<file path="src/rtl/mem_port_arbiter.sv">
// Arbitrates instruction-fetch and data ports onto one single-port synchronous RAM.
// Latency: request sampled at edge T, RAM strobe in cycle T+1, ack in cycle T+2.
// Requesters hold req until ack; data is bounded to MAX_DM_RUN grants while a fetch waits.
module mem_port_arbiter #(
  parameter int MAX_DM_RUN = 3
) (
  input  logic        clk,
  input  logic        rst,
  input  logic        if_req,
  input  logic [31:0] if_addr,
  output logic        if_ack,
  output logic [31:0] if_rdata,
  input  logic        dm_req,
  input  logic        dm_we,
  input  logic [3:0]  dm_sel,
  input  logic [31:0] dm_addr,
  input  logic [31:0] dm_wdata,
  output logic        dm_ack,
  output logic [31:0] dm_rdata,
  output logic        ram_ce,
  output logic        ram_we,
  output logic [3:0]  ram_sel,
  output logic [31:0] ram_addr,
  output logic [31:0] ram_wdata,
  input  logic [31:0] ram_rdata,
  output logic        stall_req
);

  typedef enum logic [2:0] {IDLE, IF_ADDR, IF_DATA, DM_ADDR, DM_DATA} state_t;

  typedef struct packed {
    logic        we;
    logic [3:0]  sel;
    logic [31:0] addr;
    logic [31:0] wdata;
  } ram_cmd_t;

  localparam logic [2:0] MAX_RUN = 3'(MAX_DM_RUN);

  state_t     state;
  logic [2:0] run_cnt;
  ram_cmd_t   cmd;
  logic       dm_rd;
  logic       grant_dm;
  logic       grant_if;

  assign grant_dm = dm_req && (!if_req || (run_cnt < MAX_RUN));
  assign grant_if = !grant_dm && if_req;

  // The RAM command is captured at the grant edge, so a requester that breaks
  // protocol by dropping req mid-access still gets a clean access and one ack.
  always_ff @(posedge clk) begin
    if (rst) begin
      state   <= IDLE;
      run_cnt <= 3'd0;
      cmd     <= '0;
      ram_ce  <= 1'b0;
      if_ack  <= 1'b0;
      dm_ack  <= 1'b0;
      dm_rd   <= 1'b0;
    end else begin
      cmd    <= '0;
      ram_ce <= 1'b0;
      if_ack <= 1'b0;
      dm_ack <= 1'b0;
      case (state)
        IF_ADDR: begin
          state  <= IF_DATA;
          if_ack <= 1'b1;
        end
        DM_ADDR: begin
          state  <= DM_DATA;
          dm_ack <= 1'b1;
          dm_rd  <= !cmd.we;
        end
        IDLE, IF_DATA, DM_DATA: begin
          if (grant_dm) begin
            state  <= DM_ADDR;
            ram_ce <= 1'b1;
            cmd    <= '{we: dm_we, sel: dm_sel, addr: dm_addr, wdata: dm_wdata};
            if (!if_req)
              run_cnt <= 3'd0;
            else if (run_cnt < MAX_RUN)
              run_cnt <= run_cnt + 3'd1;
          end else if (grant_if) begin
            state   <= IF_ADDR;
            ram_ce  <= 1'b1;
            cmd     <= '{we: 1'b0, sel: 4'hF, addr: if_addr, wdata: 32'h0};
            run_cnt <= 3'd0;
          end else begin
            state   <= IDLE;
            run_cnt <= 3'd0;
          end
        end
        default: begin
          state   <= IDLE;
          run_cnt <= 3'd0;
        end
      endcase
    end
  end

  assign ram_we    = cmd.we;
  assign ram_sel   = cmd.sel;
  assign ram_addr  = cmd.addr;
  assign ram_wdata = cmd.wdata;

  assign if_rdata  = if_ack ? ram_rdata : 32'h0;
  assign dm_rdata  = (dm_ack && dm_rd) ? ram_rdata : 32'h0;
  assign stall_req = (if_req & ~if_ack) | (dm_req & ~dm_ack);

endmodule

</file>
<file path="config.mk">
export PLATFORM = sky130hd
export DESIGN_NAME = mem_port_arbiter
export DESIGN_NICKNAME = d
export VERILOG_FILES = /design/src/rtl/mem_port_arbiter.sv
export SDC_FILE = /design/constraint.sdc
export NUM_CORES = 1
export LEC_CHECK = 0
export BUFFER_PORTS_ARGS = -buffer_cell sky130_fd_sc_hd__buf_2
export CORE_AREA = 2 2 107 109
export CTS_CLUSTER_SIZE = 14
export DETAILED_ROUTE_END_ITERATION = 10
export DIE_AREA = 0 0 109 111
export SETUP_SLACK_MARGIN = 0.4
export SLEW_MARGIN = 20
export SYNTH_ARGS = -nofsm -noshare
export SYNTH_HDL_FRONTEND = slang
export SYNTH_SLANG_ARGS = --single-unit
</file>
<file path="constraint.sdc">
create_clock -name clk -period 1.5 [get_ports clk]
set_input_delay 0.45 -clock clk [delete_from_list [all_inputs] [get_ports clk]]
set_output_delay 0.45 -clock clk [all_outputs]
set_load 0.02 [all_outputs]
</file>
Word-level counts from Yosys, hierarchy flattened
Index checks and enable logic that the tools add are counted.
{"block": "op_classes", "n_addsub": 1, "order_cmp": 1, "n_eq_ne": 5, "n_mux": 15, "bitwise_logic": 7, "reduce_logical": 12}
{"operator": "69-bit 2-to-1 mux", "count": 1}
{"operator": "68-bit 2-to-1 mux", "count": 1}
{"operator": "32-bit 2-to-1 mux", "count": 2}
{"operator": "3-bit 2-to-1 mux", "count": 3}
{"operator": "3-bit one-hot mux with 3 select lines", "count": 1}
{"operator": "3-bit by 2-bit equality test with 1-bit output, second input constant", "count": 2}
{"operator": "3-bit one-hot mux with 2 select lines", "count": 1}
{"operator": "1-bit 2-to-1 mux", "count": 5}
{"operator": "4-bit inequality test, second input constant", "count": 1}
{"operator": "1-bit NOT", "count": 4}
{"operator": "2-bit OR reduction", "count": 2}
{"operator": "3-bit by 1-bit adder with 3-bit output, second input constant", "count": 1}
{"operator": "3-bit by 1-bit equality test with 1-bit output, second input constant", "count": 1}
{"operator": "3-bit equality test, second input constant", "count": 1}
{"operator": "1-bit logical AND", "count": 3}
{"operator": "1-bit logical NOT", "count": 3}
{"operator": "3-bit logical NOT", "count": 1}
{"operator": "3-bit by 2-bit < comparator with 1-bit output, second input constant", "count": 1}
{"operator": "3-bit OR reduction", "count": 1}
{"operator": "1-bit bitwise AND", "count": 2}
{"operator": "2-bit 2-to-1 mux", "count": 1}
{"operator": "2-bit AND reduction", "count": 1}
{"operator": "1-bit logical OR", "count": 1}
{"operator": "1-bit bitwise OR", "count": 1}
{"block": "totals", "reg_bits": 79, "inputBits": 137, "out_inout_bits": 137, "wordCells": 51}

Depth between registers and ports, before layout
{"block": "depth", "depth_word": 8, "ltp_mapped": 5, "ltp_nobuf": 3}

Worst setup path after synthesis
OpenSTA, ideal clock, no wires.
{"block": "synth_timing", "path_kind": "register to output", "startpoint": "register dm_ack", "endpoint": "output dm_rdata[22]", "arrival_time_ns": 1.253, "required_ns": 1.050, "slack_ns": -0.203, "stages_incl_launch_ff": 4, "n_path_buf": 2, "path_cell_list": "dfxtp_1 clkbuf_1 clkbuf_1 and3_1"}
{"block": "synth_via", "elab_chain_len": 2}
{"element": "start, declared", "line": "18", "source": "output logic dm_ack,"}
{"element": "start signal, assigned", "line": "59", "source": "dm_ack <= 1'b0;"}
{"element": "start signal, assigned", "line": "65", "source": "dm_ack <= 1'b0;"}
{"element": "start signal, assigned", "line": "73", "source": "dm_ack <= 1'b1;"}
{"element": "1-bit logical AND", "line": "109", "source": "assign dm_rdata = (dm_ack && dm_rd) ? ram_rdata : 32'h0;"}
{"element": "32-bit 2-to-1 mux", "line": "109"}
{"element": "end, declared", "line": "19", "source": "output logic [31:0] dm_rdata,"}
Every way passes these cells.

Final worst setup path
{"block": "layout_timing", "startpoint": "register if_ack", "endpoint": "output if_rdata[18]"}
{"block": "layout_via", "elab_chain_len": 1}
{"element": "start, declared", "line": "11", "source": "output logic if_ack,"}
{"element": "start signal, assigned", "line": "58", "source": "if_ack <= 1'b0;"}
{"element": "start signal, assigned", "line": "64", "source": "if_ack <= 1'b0;"}
{"element": "start signal, assigned", "line": "69", "source": "if_ack <= 1'b1;"}
{"element": "32-bit 2-to-1 mux", "line": "108", "source": "assign if_rdata = if_ack ? ram_rdata : 32'h0;"}
{"element": "end, declared", "line": "12", "source": "output logic [31:0] if_rdata,"}
Every way passes these cells.

==> results summary <==
Setup violations remaining at the end of the flow were counted as 128. In this run the number of H-tree levels came out at 3. The TritonCTS sink count is between 70 and 80. The maximum number of pins on one net before global-route repair came out at 37.

Counting I/O delays and the setup requirement, the final critical path takes about 1600 ps. The width of the die came out at 109 um. The number of top-level design ports came out at 274. STA classifies the critical path endpoint as an output port. The detailed-route DRC error count is 0. The worst path setup slack after routing is -138 ps. The mean number of vias per cell came out at between 4 and 5. In this run, distinct cell masters in the synthesized netlist total 25. The run finished, with violations left. The buffer levels on the longest clock path came out at 2. The type of the worst min-delay path is input port to flop. The remaining antenna violation count after routing came out at 0. The hold slack is 348 ps.

Static timing analysis puts the maximum clock frequency at ~600 MHz. Cells fill about three fifths of the core in the end. Setup repair after global routing could not meet its margin everywhere.

The final-report hold violation count is 0. The worst setup slack for register-to-register paths came out at -90 ps. The CTS tree is yes. The count of pins over their slew limit came out at 0. The transition time at the pin with the least slew margin is a little over 300 ps.

The synthesis-to-finish area growth came out at 126%. The number of antenna violations at the first check in global routing is 0. The floorplan core area is ~11,000 um^2.

The detailed placement HPWL is roughly 7500 um. The max-capacitance violation count is 0. The effective utilization at floorplan is approximately 27%.

The routability-driven placement congestion ratio is 0.782. The detailed-route wire length per cell came out at 16.1 um. The number of synthesized register bits is 78. The via count of the first global-routing pass came out at 3,729. Across the VDD grid, the largest voltage drop is ~0.00067 V. The critical path data arrival time is about 1200 ps. The filler cell count in the final layout came out at roughly 870. For this design the static power due to leakage is ~0.0032 uW. The library cells used most frequently in the layout, excluding fill and tap cells, are sky130_fd_sc_hd__buf_6 (141), sky130_fd_sc_hd__buf_2 (136), sky130_fd_sc_hd__dfxtp_2 (71). The share of synthesized area occupied by flip-flops and latches came out at 52.5%. The required time of the worst setup path came out at between 1000 and 1500 ps. The post-synthesis cell area came out at roughly 3000 um^2.

The antenna diode count came out at 0. The number of vias in the routed layout is about 3,700. The cell sitting at the root of the clock tree is a sky130_fd_sc_hd__clkbuf_16.

The first-iteration detailed-routing DRC count came out at 197. The final design area excluding fillers came out at between 6000 and 7000 um^2. The number of clock buffers inserted by TritonCTS is 9. Clock-pin slew was measured on the worst setup and hold paths at 60 ps. The worst setup slack after placement came out at around 27 ps. The cell row count is 39. After detailed routing, the total wire length is between 10,000 and 15,000 um. The number of iterations in the first detailed-routing pass came out at 4. The net count after synthesis came out at around 480.

The worst setup path is launched from a flop. The instance count of the mapped netlist came out at between 300 and 400. The full die area came out at 12,100 um^2. The average size of a mapped cell is 8.78 um^2. The total global routing track utilization is between 10% and 20%. Across the routed clock network, the largest skew measured is around 4.2 ps. The final critical-path share of the clock period came out at 109%.

The checks that failed: negative setup slack. The overall power is between 5000 and 6000 uW. The critical path is of the flop to output port type. The number of I/O port buffers is approximately 270. Power spread over the standard cell area amounts to 863 nW/um^2.

The later pin in the worst-skew pair is clocked with a latency of ~330 ps. Leaving out fill and tap cells, the most frequent cell in the layout is sky130_fd_sc_hd__buf_6. The aggregate global routing overflow came out at 0. The wire length of the first global-routing pass came out at between 15,000 and 20,000 um.

The cell area after placement came out at 4810 um^2. The number of warnings printed during yosys synthesis came out at 0. The height of the die came out at around 110 um. Measured against its own limit, the worst slew margin works out to around 80%. The fraction of layout cells with a size suffix above 1 came out at between 70% and 80%. The final net count is 770. The largest fanout of any net on the critical path is 8.
metrics by stage:
stage          std cells  setup TNS [ps]
2_1_floorplan        339               0
3_3_place_gp         736               0
3_5_place_dp         736               0
4_1_cts              772           -9540
5_1_grt              780          -15880
6_report             780           -9270
power breakdown:
group          internal (uW)  total [uW]  switching (uW)
logic                    696        1280             585
clock network           1430        2250             815
registers               2200        2270            70.3
total                   4320        5790            1470
repair_timing:
| item | 4_1_cts | 5_1_grt |
|---|---|---|
| buffers inserted | 14 | 1 |
| resized for setup | 280 | 121 |
| pin swaps | 4 | 15 |
| setup endpoints to repair | 215 | 215 |
| gates cloned | 6 | 7 |
| hold buffers | 0 | 0 |
flip-flops by register name, summed over array words and instances, names as in the netlist:
register	count
ram_addr	32
ram_wdata	32
ram_sel	4
run_cnt	3
state	2
dm_ack	1
dm_rd	1
if_ack	1
ram_ce	1
ram_we	1
routing by layer:
| layer | vias to the layer above | wire length, um | track usage, % |
|---|---|---|---|
| met4 | 0 | 313 | 7.78 |
| met3 | 25 | 931 | 5.76 |
| met2 | 183 | 6940 | 34.8 |
| met5 | - | 0 | 0 |
| met1 | 1709 | 4370 | 17.7 |
| li1 | 1747 | - | - |
critical path, cell delays in order, from the launching register on:
cell                        delay, ps
sky130_fd_sc_hd__dfxtp_4          430
sky130_fd_sc_hd__clkbuf_16        180
sky130_fd_sc_hd__and2_4           140
sky130_fd_sc_hd__buf_6            110
final cells by class:
type                            instances  area [um^2]  share of cell area (%)
Timing Repair Buffer                  311         2870                    42.8
Multi-Input combinational cell        230         1670                    24.9
Sequential cell                        78         1670                    24.8
Clock buffer                           13          272                    4.04
Tap cell                              143          179                    2.66
Clock inverter                          3         40.0                   0.596
Inverter                                2         11.3                   0.168
kinds of logic after synthesis:
group | count (synthesis) | synth area share, %
simple gates | 178 | 31.4
flops | 78 | 52.5
compound gates | 51 | 11.2
buf+inv | 31 | 4.54
fa+ha+maj | 1 | 0.420
worst paths after layout:
| check | startpoint | endpoint | depth (start not counted) |
|---|---|---|---|
| hold reg to reg | run_cnt[1] | run_cnt[1] | 2 |
| hold / removal | dm_wdata[30] | ram_wdata[30] | 2 |
| setup reg to reg | dm_ack | ram_addr[5] | 8 |
| setup / recovery | if_ack | if_rdata[18] | 3 |
cell usage after synthesis:
| cell type | count | area [um^2] |
|---|---|---|
| sky130_fd_sc_hd__nor2_1 | 2 | 7.51 |
| sky130_fd_sc_hd__buf_2 | 6 | 30.0 |
| sky130_fd_sc_hd__a211o_1 | 1 | 8.76 |
| sky130_fd_sc_hd__or3b_2 | 1 | 8.76 |
| sky130_fd_sc_hd__o22ai_1 | 34 | 213 |
| sky130_fd_sc_hd__a211oi_4 | 1 | 20.0 |
| sky130_fd_sc_hd__o31ai_1 | 2 | 15.0 |
| sky130_fd_sc_hd__a211oi_1 | 1 | 7.51 |
| sky130_fd_sc_hd__buf_4 | 3 | 22.5 |
| sky130_fd_sc_hd__and3b_1 | 1 | 8.76 |
| sky130_fd_sc_hd__dfxtp_1 | 78 | 1560 |
| sky130_fd_sc_hd__nand3_2 | 1 | 10.0 |
| sky130_fd_sc_hd__nor3b_1 | 1 | 7.51 |
| sky130_fd_sc_hd__nand2_1 | 74 | 278 |
| sky130_fd_sc_hd__o21ai_1 | 1 | 5.00 |
| sky130_fd_sc_hd__o21ai_0 | 1 | 5.00 |
| sky130_fd_sc_hd__and3_1 | 65 | 407 |
| sky130_fd_sc_hd__a21oi_1 | 7 | 35.0 |
| sky130_fd_sc_hd__ha_1 | 1 | 12.5 |
| sky130_fd_sc_hd__o21ai_2 | 1 | 8.76 |
| sky130_fd_sc_hd__clkbuf_1 | 20 | 75.1 |
| sky130_fd_sc_hd__inv_1 | 2 | 7.51 |
| sky130_fd_sc_hd__and2_1 | 33 | 206 |
| sky130_fd_sc_hd__a21oi_2 | 1 | 8.76 |
| sky130_fd_sc_hd__a21o_1 | 1 | 7.51 |
No activity file was read; power rests on OpenSTA's default activity.
